File: src/rtl/priority_pkg.sv
// Shared encodings for the priority_1 peer handshake and its command-driven driver.
package priority_pkg;

    typedef enum logic [1:0] {
        PEER_IDLE   = 2'd0,
        PEER_RUN    = 2'd1,
        PEER_LAST   = 2'd2,
        PEER_MIDDLE = 2'd3
    } peer_state_e;

    localparam logic [1:0] SEL_TO_IDLE = 2'd2;
    localparam logic [1:0] SEL_TO_LAST = 2'd3;

    typedef enum logic [1:0] {
        RSP_OK_LAST      = 2'd0,
        RSP_OK_IDLE      = 2'd1,
        RSP_TIMEOUT      = 2'd2,
        RSP_UNEXPECTED_F = 2'd3
    } rsp_status_e;

    typedef enum logic [2:0] {
        DRV_IDLE,
        DRV_DRIVE,
        DRV_WATCH,
        DRV_PARK,
        DRV_RECOVER,
        DRV_RESP
    } drv_state_e;

    // Timer counts down to zero, so an L-cycle phase loads L-1; zero length runs one cycle.
    function automatic logic [3:0] len_to_load(input logic [3:0] len);
        return (len == 4'd0) ? 4'd0 : len - 4'd1;
    endfunction

endpackage

File: src/rtl/priority_drv_timer.sv
// Loadable 4-bit down-counter; holds at zero so it never wraps.
module priority_drv_timer (
    input  logic       clk,
    input  logic       rst_n,
    input  logic       load_i,
    input  logic [3:0] load_val_i,
    input  logic       en_i,
    output logic       expired_o
);

    logic [3:0] cnt_q;

    always_ff @(posedge clk or negedge rst_n) begin
        if (!rst_n) begin
            cnt_q <= '0;
        end else if (load_i) begin
            cnt_q <= load_val_i;
        end else if (en_i && (cnt_q != '0)) begin
            cnt_q <= cnt_q - 4'd1;
        end
    end

    assign expired_o = (cnt_q == '0);

endmodule

File: src/rtl/priority_1_driver.sv
// Command-driven do/sel transmitter for the priority_1 peer; reports one status per command.
module priority_1_driver
    import priority_pkg::*;
#(
    parameter int unsigned TIMEOUT = 4
) (
    input  logic       clk,
    input  logic       rst_n,
    input  logic       cmd_valid_i,
    output logic       cmd_ready_o,
    input  logic [3:0] cmd_len_i,
    input  logic [1:0] cmd_exit_i,
    output logic       do_o,
    output logic [1:0] sel_o,
    input  logic       f_i,
    output logic       rsp_valid_o,
    output logic [1:0] rsp_status_o,
    output logic [7:0] f_cnt_o
);

    if (TIMEOUT < 3 || TIMEOUT > 15) begin : g_bad_timeout
        $error("priority_1_driver: TIMEOUT must be in 3..15");
    end

    localparam logic [3:0] WIN_LOAD = 4'(TIMEOUT - 1);

    drv_state_e  state_q, state_d;
    rsp_status_e status_q, status_d;
    logic [1:0]  exit_q, exit_d;
    logic        do_q, do_d;
    logic [1:0]  sel_q, sel_d;
    logic [7:0]  f_cnt_q;
    logic        tmr_load, tmr_en, tmr_expired;
    logic [3:0]  tmr_val;

    priority_drv_timer u_timer (
        .clk       (clk),
        .rst_n     (rst_n),
        .load_i    (tmr_load),
        .load_val_i(tmr_val),
        .en_i      (tmr_en),
        .expired_o (tmr_expired)
    );

    always_comb begin
        state_d  = state_q;
        status_d = status_q;
        exit_d   = exit_q;
        tmr_load = 1'b0;
        tmr_val  = '0;
        tmr_en   = 1'b0;
        case (state_q)
            DRV_IDLE: begin
                if (cmd_valid_i) begin
                    exit_d   = cmd_exit_i;
                    tmr_load = 1'b1;
                    tmr_val  = len_to_load(cmd_len_i);
                    state_d  = DRV_DRIVE;
                end
            end
            DRV_DRIVE: begin
                if (tmr_expired) begin
                    tmr_load = 1'b1;
                    tmr_val  = WIN_LOAD;
                    // exit codes 0/1 leave the peer parked in MIDDLE
                    state_d  = exit_q[1] ? DRV_WATCH : DRV_PARK;
                end else begin
                    tmr_en = 1'b1;
                end
            end
            DRV_WATCH: begin
                if (f_i) begin
                    state_d  = DRV_RESP;
                    status_d = (exit_q == SEL_TO_LAST) ? RSP_OK_LAST : RSP_UNEXPECTED_F;
                end else if (tmr_expired) begin
                    state_d  = DRV_RESP;
                    status_d = (exit_q == SEL_TO_LAST) ? RSP_TIMEOUT : RSP_OK_IDLE;
                end else begin
                    tmr_en = 1'b1;
                end
            end
            DRV_PARK: begin
                if (f_i) begin
                    state_d  = DRV_RESP;
                    status_d = RSP_UNEXPECTED_F;
                end else if (tmr_expired) begin
                    tmr_load = 1'b1;
                    tmr_val  = 4'd1;
                    state_d  = DRV_RECOVER;
                end else begin
                    tmr_en = 1'b1;
                end
            end
            DRV_RECOVER: begin
                if (f_i) begin
                    state_d  = DRV_RESP;
                    status_d = RSP_UNEXPECTED_F;
                end else if (tmr_expired) begin
                    state_d  = DRV_RESP;
                    status_d = RSP_OK_IDLE;
                end else begin
                    tmr_en = 1'b1;
                end
            end
            DRV_RESP: state_d = DRV_IDLE;
            default:  state_d = DRV_IDLE;
        endcase

        do_d  = (state_d == DRV_DRIVE);
        sel_d = '0;
        case (state_d)
            DRV_WATCH, DRV_PARK: sel_d = exit_q;
            DRV_RECOVER:         sel_d = SEL_TO_IDLE;
            default:             sel_d = '0;
        endcase
    end

    always_ff @(posedge clk or negedge rst_n) begin
        if (!rst_n) begin
            state_q  <= DRV_IDLE;
            status_q <= RSP_OK_LAST;
            exit_q   <= '0;
            do_q     <= 1'b0;
            sel_q    <= '0;
        end else begin
            state_q  <= state_d;
            status_q <= status_d;
            exit_q   <= exit_d;
            do_q     <= do_d;
            sel_q    <= sel_d;
        end
    end

    always_ff @(posedge clk or negedge rst_n) begin
        if (!rst_n) begin
            f_cnt_q <= '0;
        end else if (f_i && (f_cnt_q != 8'hFF)) begin
            f_cnt_q <= f_cnt_q + 8'd1;
        end
    end

    assign cmd_ready_o  = (state_q == DRV_IDLE);
    assign rsp_valid_o  = (state_q == DRV_RESP);
    assign rsp_status_o = status_q;
    assign do_o         = do_q;
    assign sel_o        = sel_q;
    assign f_cnt_o      = f_cnt_q;

endmodule
File: config.mk
export PLATFORM = sky130hd
export DESIGN_NAME = priority_1_driver
export DESIGN_NICKNAME = d
export VERILOG_FILES = /design/src/rtl/priority_pkg.sv /design/src/rtl/priority_drv_timer.sv /design/src/rtl/priority_1_driver.sv
export SDC_FILE = /design/constraint.sdc
export NUM_CORES = 1
export LEC_CHECK = 0
export ABC_CLOCK_PERIOD_IN_PS = 2300
export CAP_MARGIN = 40
export CELL_PAD_IN_SITES_DETAIL_PLACEMENT = 1
export CELL_PAD_IN_SITES_GLOBAL_PLACEMENT = 2
export CORE_MARGIN = 10
export CORE_UTILIZATION = 32
export CTS_BUF_LIST = sky130_fd_sc_hd__clkbuf_4 sky130_fd_sc_hd__clkbuf_8
export DETAILED_ROUTE_END_ITERATION = 12
export HOLD_SLACK_MARGIN = 0.15
export PLACE_DENSITY_LB_ADDON = 0.3
export SLEW_MARGIN = 20
export SYNTH_ARGS = -nofsm -noshare
export SYNTH_HDL_FRONTEND = slang
export SYNTH_SLANG_ARGS = --single-unit
File: constraint.sdc
create_clock -name clk -period 2.3 [get_ports clk]
set_input_delay 0.46 -clock clk [delete_from_list [all_inputs] [get_ports clk]]
set_output_delay 0.46 -clock clk [all_outputs]
set_load 0.01 [all_outputs]
==> metrics.txt <==
status finished, final reports clean; Area growth syn-to-layout 30.73%; DR pass1 iterations 4; drt wl/cell between 10 and 15 µm; vias in the first global route 1198; synthesized area per cell between 9 and 10 µm²; compound-cell area share of the yosys netlist 19.85%; slowest CP cell clkdlybuf4s50_1; DP Cell Count approximately 220; count leader, synth dfrtp_1; clk sink count 22; Seq/Total Area, Yosys 42.39%; unrepaired setup endpoints after global routing false; overall power roughly 2000 µW; CP peak stage delay roughly 530 ps; maxcap violations 0; Comb power frac 45.3%; post-route setup slack about 180 ps; Worst-Margin Slew about 470 ps; first-pass GRT wire length ~5900 µm; Worst-path clk slew 90 ps; Post-DP Area 0.001625 mm²; number of DRC markers in iteration 0 49; CTS root buffer clkbuf_8; initial core utilization 32.70%; Setup Buffers After CTS 0; Max clock buf depth 2; chip width 83.71 µm; synth warn 0; global route total overflow 0; number of hold violations in the final report 0; combinational family with the most area after synthesis simple AND/OR/NAND/NOR gates; DR vias 1106; Worst VDD drop 0.4337 mV; Max Slew Vio Count 0; WP buf/inv 1; Worst EP required approximately 1800 ps; Startpoint Class flop; CTS tree done; Top FF cell, synth dfrtp_1; Netlist cell types 44; EDFF count, synth 0; Top Ports 25; post-route setup TNS 0 ps; Die ar. approximately 0.007 mm²; CP max FO 12; R2R Setup Slk 250 ps; Sequential Power Share 36.6%; IO Port Bufs 24; Post-Synth Adder-Cell Area 3.854%; DP Worst Slack about 13 ps; Critical R2R Launch u_timer.cnt_q[0]; simple-gate share of the synthesized area ~23%; Net Sw Frac 37.73%; leading area contributor after synthesis dfrtp_1; ranking of synthesized cells by area dfrtp_1 (42%), nand2_1 (5.5%), ha_1 (3.9%); mapped cell area 0.001299 mm²; Synthesized Nets 156; xor/xnor cell area share of the yosys netlist 5.395%; Critical Path Stages 3; cell area after layout 0.001698 mm²; Worst setup EP type output pin; relative slew slack 68.64%; Post-DP HPWL ~2600 µm; post-route ant nets 0; hold path depth 1; Post-Route WL roughly 3300 µm; Clk pwr share 18.1%; internal cell power ~1300 µW; async set-reset flop share out of synthesis 100.0%; Non-Filler Instances 221; vias per cell 5.005; Hold WC Path Type reg2reg; H-tree depth 1; initial antenna violation count 0; Core Area 0.003971 mm²; leakage power 0.0007011 µW; post-synthesis cell count between 100 and 150; CP Class reg2out; Worst R2R End rsp_status_o[1]; Die H 83.71 µm; r2r worst-path depth 6; PD cells 1188 mW/mm²; Final Skew approximately 5.7 ps; RePlAce Congestion 0.7555; gr usage total 9.706%; Nets roughly 190; Residual DRC 0; HP Start f_cnt_o[5]; post-synthesis mux area share 1.734%; Row Count 23; Worst Hold Path EP f_cnt_o[5]; Yosys top cell area share 42.39%; Worst-Skew Late Latency 260 ps; Final setup viols 0; Period minus WS final 2124 ps; Psw 761.0 µW; Max Fclk approximately 470 MHz; Seq cells post-synth 22; Final period util 92.34%; WP data arrival about 1700 ps; share of cells above drive strength 1 12.28%; critical path cell sequence nor2b_1 > and2_1 > clkdlybuf4s50_1; Antenna Cells 0; family with the most delay on the worst path buffers and inverters; synth cell count leaders dfrtp_1 (22), nand2_1 (19), nor2_1 (12), o21ai_0 (8); CTS Buf Count 3; largest net degree at the start of global routing 23
## per-stage QoR
step	utilization (%)	hold slack, ps
after floorplan	-	164.4
after global placement	40.93	471.8
after detailed placement	40.93	487.8
after CTS	42.72	503.4
after global routing	42.75	535.1
final	42.75	499.7
## flip-flops by register name, indices dropped and copies added (netlist names)
register	flops
do_o	1
exit_q	2
f_cnt_o	8
rsp_status_o	2
sel_o	2
state_q	3
u_timer.cnt_q	4
## placed cells by master, fill, tap and decap left out, drive strengths merged, types with 4 or more instances in the layout
master / synthesis / routed
xnor2: 4 / 4
dfrtp: 22 / 22
xor2: 4 / 4
nor3: 4 / 4
clkdlybuf4s50: 0 / 24
nand2: 19 / 19
a21oi: 7 / 7
o21ai: 11 / 11
nor2: 13 / 13
nand3: 5 / 5
buf: 3 / 7
ha: 4 / 4
inv: 7 / 7
## power by group through the flow
stage / Combinational [µW] / Sequential, µW / Clock, µW
after floorplan: 566 / 722 / 0
after global placement: 906 / 738 / 0
after detailed placement: 927 / 748 / 0
after CTS: 932 / 740 / 375
after global routing: 1040 / 775 / 395
final: 913 / 739 / 365
## worst register-to-register path, cell delays in order (launching register included)
cell     delay (ps)
dfrtp_1         440
inv_1            80
ha_1            210
or3b_2          540
or4b_1          500
o21ai_0          90
a21oi_1          80
## what timing repair did
action,in CTS,in global routing
hold buffers,0,0
endpoints found under the setup margin,0,1
gates resized for setup,0,1
## area by class of cell
class	instances	area, µm²
Multi-Input combinational cell	107	693.2
Inverter	7	26.28
Fill cell	470	2273
Sequential cell	22	551.8
Clock inverter	1	30.03
Clock buffer	3	41.29
Tap cell	50	62.56
Timing Repair Buffer	31	292.8
## logic make-up (layout without fill, tap and decap cells)
family          after synthesis  in the layout
simple gates                 57             57
buf+inv                      13             42
mux                           2              2
flops                        22             22
compound gates               36             36
fa+ha+maj                     4              4
xor+xnor                      8              8
## worst max-delay path by stage
stage	from	endpoint	slack [ps]
2_1_floorplan	u_timer.cnt_q[0]	rsp_status_o[1]	440
3_3_place_gp	f_i	u_timer.cnt_q[3]	90
3_5_place_dp	f_i	u_timer.cnt_q[3]	10
4_1_cts	state_q[0]	rsp_valid_o	70
5_1_grt	state_q[0]	rsp_valid_o	40
6_report	state_q[0]	rsp_valid_o	180
## routing by layer
layer	vias up	GRT usage (%)	wire [µm]
li1	561	-	-
met1	524	12.02	1548
met2	19	15.82	1585
met3	2	2.246	152
met4	0	3.653	17
met5	-	0	0
No activity file was read; power rests on OpenSTA's default activity.
